`config.mk`:
```
export PLATFORM = sky130hd
export DESIGN_NAME = codec_serializer
export DESIGN_NICKNAME = d
export VERILOG_FILES = /design/src/rtl/audio_pkg.sv /design/src/rtl/sample_fifo.sv /design/src/rtl/codec_serializer.sv
export SDC_FILE = /design/constraint.sdc
export NUM_CORES = 1
export LEC_CHECK = 0
export CORE_MARGIN = 3
export CORE_UTILIZATION = 30
export CTS_BUF_LIST = sky130_fd_sc_hd__clkbuf_16
export CTS_CLUSTER_SIZE = 12
export DETAILED_ROUTE_END_ITERATION = 8
export PLACE_DENSITY_LB_ADDON = 0.12
export SLEW_MARGIN = 0
export SYNTH_ARGS = -nofsm -noshare
export SYNTH_HDL_FRONTEND = slang
export SYNTH_HIERARCHICAL = 1
export SYNTH_SLANG_ARGS = --single-unit
export TNS_END_PERCENT = 10
```
`constraint.sdc`:
```
create_clock -name clk -period 3.57 [get_ports clk]
set_input_delay 0.5355 -clock clk [delete_from_list [all_inputs] [get_ports clk]]
set_output_delay 0.5355 -clock clk [all_outputs]
set_load 0.02 [all_outputs]
```
`src/rtl/audio_pkg.sv`:
```
// Shared audio types and frame geometry for the note-playback pipeline tail.
// The serializer and its FIFO both use these definitions.
package audio_pkg;
    localparam int SAMPLE_WIDTH = 16;
    localparam int FRAME_BITS   = 32;
    localparam int CHAN_BITS    = 16;
    localparam int BITCNT_W     = $clog2(FRAME_BITS);

    typedef logic signed [SAMPLE_WIDTH-1:0] sample_t;
endpackage

```
`src/rtl/sample_fifo.sv`:
```
// Small synchronous FIFO. Occupancy comes from a counter, not from pointer compare.
// A pop on an empty FIFO is ignored. A push while full is accepted only if a pop happens in the same cycle.
module sample_fifo #(
    parameter int DEPTH = 4,
    parameter int W     = 16
) (
    input  logic                     clk,
    input  logic                     reset,
    input  logic                     push,
    input  logic                     pop,
    input  logic [W-1:0]             din,
    output logic [W-1:0]             dout,
    output logic [$clog2(DEPTH):0]   count,
    output logic                     full,
    output logic                     empty
);
    localparam int AW = (DEPTH > 1) ? $clog2(DEPTH) : 1;
    localparam int CW = $clog2(DEPTH) + 1;

    logic [DEPTH-1:0][W-1:0] mem_q, mem_d;
    logic [AW-1:0]           wptr_q, wptr_d;
    logic [AW-1:0]           rptr_q, rptr_d;
    logic [CW-1:0]           count_q, count_d;
    logic                    do_push, do_pop;

    assign empty = (count_q == '0);
    assign full  = (count_q == CW'(DEPTH));
    assign count = count_q;
    assign dout  = mem_q[rptr_q];

    always_comb begin
        do_pop  = pop && !empty;
        do_push = push && (!full || do_pop);
        mem_d   = mem_q;
        wptr_d  = wptr_q;
        rptr_d  = rptr_q;
        count_d = count_q;
        if (do_push) begin
            mem_d[wptr_q] = din;
            wptr_d        = wptr_q + AW'(1);
        end
        if (do_pop) begin
            rptr_d = rptr_q + AW'(1);
        end
        case ({do_push, do_pop})
            2'b10:   count_d = count_q + CW'(1);
            2'b01:   count_d = count_q - CW'(1);
            default: count_d = count_q;
        endcase
    end

    always_ff @(posedge clk or negedge reset) begin
        if (!reset) begin
            mem_q   <= '0;
            wptr_q  <= '0;
            rptr_q  <= '0;
            count_q <= '0;
        end else begin
            mem_q   <= mem_d;
            wptr_q  <= wptr_d;
            rptr_q  <= rptr_d;
            count_q <= count_d;
        end
    end
endmodule

```
`src/rtl/codec_serializer.sv`:
```
// Left-justified mono serializer for the codec. It generates bclk and lrclk and sends
// each FIFO sample on both channels of a 32-bit frame, MSB first.
module codec_serializer
    import audio_pkg::*;
#(
    parameter int FIFO_DEPTH = 4,
    parameter int BCLK_DIV   = 4
) (
    input  logic                          clk,
    input  logic                          reset,
    input  logic [SAMPLE_WIDTH-1:0]       sample_in,
    input  logic                          sample_ready_in,
    output logic                          bclk,
    output logic                          lrclk,
    output logic                          sdata,
    output logic [$clog2(FIFO_DEPTH):0]   fifo_count,
    output logic                          overflow,
    output logic                          underrun
);
    localparam int DIV_W = (BCLK_DIV > 1) ? $clog2(BCLK_DIV) : 1;
    localparam logic [DIV_W-1:0]    DIV_MAX   = DIV_W'(BCLK_DIV - 1);
    localparam logic [BITCNT_W-1:0] BIT_LAST  = BITCNT_W'(FRAME_BITS - 1);
    localparam logic [BITCNT_W-1:0] BIT_RIGHT = BITCNT_W'(CHAN_BITS);

    if (FIFO_DEPTH < 2 || (FIFO_DEPTH & (FIFO_DEPTH - 1)) != 0) begin : g_bad_depth
        $error("codec_serializer: FIFO_DEPTH must be a power of two >= 2");
    end
    if (BCLK_DIV < 1) begin : g_bad_div
        $error("codec_serializer: BCLK_DIV must be >= 1");
    end

    logic [DIV_W-1:0]    div_q, div_d;
    logic                bclk_q, bclk_d;
    logic                lrclk_q, lrclk_d;
    logic                sdata_q, sdata_d;
    logic [BITCNT_W-1:0] bitcnt_q, bitcnt_d;
    sample_t             shreg_q, shreg_d;
    sample_t             frame_q, frame_d;
    logic                overflow_q, overflow_d;
    logic                underrun_q, underrun_d;

    logic                div_wrap, shift_evt, fifo_pop;
    logic                fifo_full, fifo_empty;
    logic [SAMPLE_WIDTH-1:0] fifo_dout;

    sample_fifo #(
        .DEPTH (FIFO_DEPTH),
        .W     (SAMPLE_WIDTH)
    ) u_fifo (
        .clk   (clk),
        .reset (reset),
        .push  (sample_ready_in),
        .pop   (fifo_pop),
        .din   (sample_in),
        .dout  (fifo_dout),
        .count (fifo_count),
        .full  (fifo_full),
        .empty (fifo_empty)
    );

    always_comb begin
        div_d      = div_q;
        bclk_d     = bclk_q;
        lrclk_d    = lrclk_q;
        bitcnt_d   = bitcnt_q;
        shreg_d    = shreg_q;
        frame_d    = frame_q;
        underrun_d = 1'b0;
        fifo_pop   = 1'b0;

        div_wrap  = (div_q == DIV_MAX);
        shift_evt = div_wrap && bclk_q;

        if (div_wrap) begin
            div_d  = '0;
            bclk_d = ~bclk_q;
        end else begin
            div_d = div_q + DIV_W'(1);
        end

        // Everything the codec samples changes on the bclk falling edge.
        if (shift_evt) begin
            bitcnt_d = bitcnt_q + BITCNT_W'(1);
            if (bitcnt_q == BIT_LAST) begin
                lrclk_d = 1'b0;
                if (!fifo_empty) begin
                    fifo_pop = 1'b1;
                    shreg_d  = sample_t'(fifo_dout);
                    frame_d  = sample_t'(fifo_dout);
                end else begin
                    shreg_d    = '0;
                    frame_d    = '0;
                    underrun_d = 1'b1;
                end
            end else if (bitcnt_d == BIT_RIGHT) begin
                lrclk_d = 1'b1;
                shreg_d = frame_q;
            end else begin
                shreg_d = sample_t'({shreg_q[SAMPLE_WIDTH-2:0], 1'b0});
            end
        end

        sdata_d    = shreg_d[SAMPLE_WIDTH-1];
        // A same-cycle frame-start pop frees a slot, so that push is not dropped.
        overflow_d = sample_ready_in && fifo_full && !fifo_pop;
    end

    always_ff @(posedge clk or negedge reset) begin
        if (!reset) begin
            div_q      <= '0;
            bclk_q     <= 1'b0;
            lrclk_q    <= 1'b0;
            sdata_q    <= 1'b0;
            bitcnt_q   <= BIT_LAST;
            shreg_q    <= '0;
            frame_q    <= '0;
            overflow_q <= 1'b0;
            underrun_q <= 1'b0;
        end else begin
            div_q      <= div_d;
            bclk_q     <= bclk_d;
            lrclk_q    <= lrclk_d;
            sdata_q    <= sdata_d;
            bitcnt_q   <= bitcnt_d;
            shreg_q    <= shreg_d;
            frame_q    <= frame_d;
            overflow_q <= overflow_d;
            underrun_q <= underrun_d;
        end
    end

    assign bclk     = bclk_q;
    assign lrclk    = lrclk_q;
    assign sdata    = sdata_q;
    assign overflow = overflow_q;
    assign underrun = underrun_q;
endmodule

```
==> impl_results.md <==
* Global-route wire length before repair at around 18,000 um
* Worst slew pin tran at slightly above 1 ns
* Worst r2r src: bitcnt_q[0]$_DFFE_PN1P_
* Core Box Area at 16,700 um^2
* Hold Path Class: input pin to async pin
* CP max-delay cell: dfstp_2
* Initial antenna violation count at 0
* Fin worst setup slack at 0.627 ns
* Antenna-violating nets left at 0
* Initial drt markers at between 100 and 150
* Gr usage total at a little over an eighth
* Clock-pin slew on the worst setup and hold paths at 0.05 ns
* Register bit count reported by yosys at 114
* Final Cell Area at 6180 um^2
* Number of antenna cells inserted at 0
* Nets at 421
* Number of CTS-inserted buffers at 17
* Outcome: complete, no violations
* Starting Density at between 30% and 40%
* P&R area growth vs syn at 20.0%
* PwrDens at 747 nW/um^2
* Max Slew Vio Count at 0
* Hold buffer count at cts at 0
* First-pass DRT Iterations at 4
* R2r worst-path depth at 11
* Setup violations, final at 0
* Via count of the first global-routing pass at 3,308
* Via density at 4.85
* DP Area at between 5000 and 6000 um^2
* Layout cells sized above 1 at 32.0%
* Top FF cell, synth: dfrtp_1
* FF-to-FF setup slack at 0.63 ns
* Routed Wire Length at 10,900 um
* Syn Std Cell Area at 5150 um^2
* PortBufs at 26
* Overflow after GRT at 0
* Fin Setup TNS at 0 ns
* Syn. warnings at 6
* Synth top cells by count: 109 x dfrtp_1, 65 x mux2_2, 16 x mux4_2, 16 x nand2_1
* Clock Tree Root: clkbuf_16
* Yosys top cell area share at 52.9%
* Ys async rst share at 100%
* Vias at 3,035
* CP Class: register to register
* Die Span Y at 137 um
* Required @ worst endpoint at 3.89 ns
* Worst slew margin at between 30% and 40%
* Period utilization at 82.4%
* Hpwl dp at between 6000 and 7000 um
* DRC at 0
* CP dominant cell by count: ha_1
* FF-to-FF End: u_fifo/count[1]$_DFFE_PN0P_
* Worst setup SP type: register
* Most numerous cell in the Yosys netlist: dfrtp_1
* Avg Cell Area, Syn at 14.4 um^2
* Crit Path Max Fanout at 6
* Chip width at 137 um
* Largest net degree at the start of global routing at 69
* Routed len/inst at between 15 and 20 um
* Final min period at 2.94 ns
* Worst Setup End Kind: register
* Area of the die at about 19,000 um^2
* Worst skew pair latency at 0.41 ns
* Syn nets at 386
* Post-synthesis cell count at 359
* Cell variety after synth at 43
* Pre-CTS WS at ~0.67 ns
* Site Rows at 47
* Worst path cell trace: ha_1 > and3_1 > ha_1 > nand3_1 > nor2_2 > nand2b_1 > or2_2 > fa_1 > o21ba_2 > o211ai_1 > a22oi_1
* Worst Skew at 0.00627 ns
* Final GP Congestion at 0.703
* Seq/Total Area, Yosys at 55.5%
* Pleak at roughly 2.5 nW
* Post-synth EDFFs at 0
* Unrepaired setup endpoints after global routing: false
* CTS H-tree depth at 4
* # IOs at 27
* Post-cts gate resize count at 0
* Final Hold Vio Count at 0
* Buffer levels on the longest clock path at 2
* Setup Buffers After CTS at 0
* CP arrival at 3.26 ns
* CP peak stage delay at 0.57 ns
* Worst vdd ir at 328 uV
* Max cap viols at 0
* Synth area leaders: dfrtp_1 53%, mux2_2 14%, mux4_2 7.0%
* Area leader, netlist: dfrtp_1
* Fmax achieved at 340 MHz
* CTS Sinks at 114
* TritonCTS clock tree: yes
==> stage by stage <==
step | cells | utilization (%) | total power [mW] | hold slack [ns]
2_1_floorplan | 359 | - | 2.73 | 0.240
3_3_place_gp | 595 | 33.7 | 3.02 | 0.414
3_5_place_dp | 595 | 33.7 | 3.06 | 0.429
4_1_cts | 626 | 37.0 | 4.71 | 0.173
5_1_grt | 626 | 37.0 | 4.90 | 0.196
6_report | 626 | 37.0 | 4.62 | 0.158
==> layout make-up <==
type                       instances  area (um^2)
multi-input combinational        222         2140
fill                            1632        10500
clock inverter                    14          134
sequential                       114         2860
clock buffer                      17          425
tap                              220          275
inverter                           4         15.0
timing repair buffer              35          338
==> metal layers <==
layer  track usage (%)  share of wire [%]  routed length (um)  vias to the layer above
met3              4.19                3.1                 344                       12
met4              4.16                1.2                 136                        0
met1              17.2                 47                5170                     1583
met2              20.5                 48                5280                       45
li1                  -                  -                   -                     1395
met5                 0                  0                   0                        -
==> worst max-delay path by stage <==
stage / start / endpoint / slack (ns)
after floorplan: bitcnt_q[0]$_DFFE_PN1P_ / u_fifo/count[1]$_DFFE_PN0P_ / 0.26
after global placement: bitcnt_q[0]$_DFFE_PN1P_ / u_fifo/count[1]$_DFFE_PN0P_ / 0.73
after detailed placement: bitcnt_q[0]$_DFFE_PN1P_ / u_fifo/count[1]$_DFFE_PN0P_ / 0.67
after CTS: bitcnt_q[0]$_DFFE_PN1P_ / u_fifo/count[1]$_DFFE_PN0P_ / 0.64
after global routing: bitcnt_q[0]$_DFFE_PN1P_ / u_fifo/count[1]$_DFFE_PN0P_ / 0.37
final: bitcnt_q[0]$_DFFE_PN1P_ / u_fifo/count[1]$_DFFE_PN0P_ / 0.63
==> cell usage in the layout, fill, tap and decap left out, drive strengths merged, types with 14 or more instances in the layout <==
cell type / Yosys / routed
mux4: 16 / 16
a22o: 14 / 14
dfrtp: 109 / 109
clkbuf: 4 / 17
mux2: 65 / 65
o21ai: 17 / 17
nand2: 16 / 16
clkdlybuf4s50: 0 / 25
mux2i: 15 / 15
a22oi: 15 / 15
==> state kept, by name (all words and copies together), names as in the netlist <==
| register | flops |
|---|---|
| bclk | 1 |
| bitcnt_q | 5 |
| div_q | 2 |
| frame_q | 16 |
| lrclk | 1 |
| overflow | 1 |
| sdata | 1 |
| shreg_q | 15 |
| u_fifo/count | 3 |
| u_fifo/mem_q | 64 |
| u_fifo/rptr_q | 2 |
| u_fifo/wptr_q | 2 |
| underrun | 1 |
==> power breakdown <==
part	internal, mW	total [mW]	switching [mW]	leakage [nW]
Clock	1.06	1.61	0.542	0.296
Combinational	0.651	1.09	0.436	0.813
Sequential	1.70	1.92	0.222	1.43
==> worst max-delay path, delay by kind of cell (launching register included) <==
| family | cells | cell delay, ns |
|---|---|---|
| adder cells (fa/ha/maj) | 3 | 0.86 |
| AND/OR/NAND/NOR | 5 | 0.92 |
| flip-flops | 1 | 0.57 |
| AO/OA/AOI/OAI | 3 | 0.50 |
==> kinds of logic after synthesis <==
kind of cell	share of synthesized area, %
compound gates	8.08
buf+inv	3.13
fa+ha+maj	2.09
mux	24.1
flops	55.5
xor+xnor	1.53
simple gates	5.61
No activity file was read; power rests on OpenSTA's default activity.
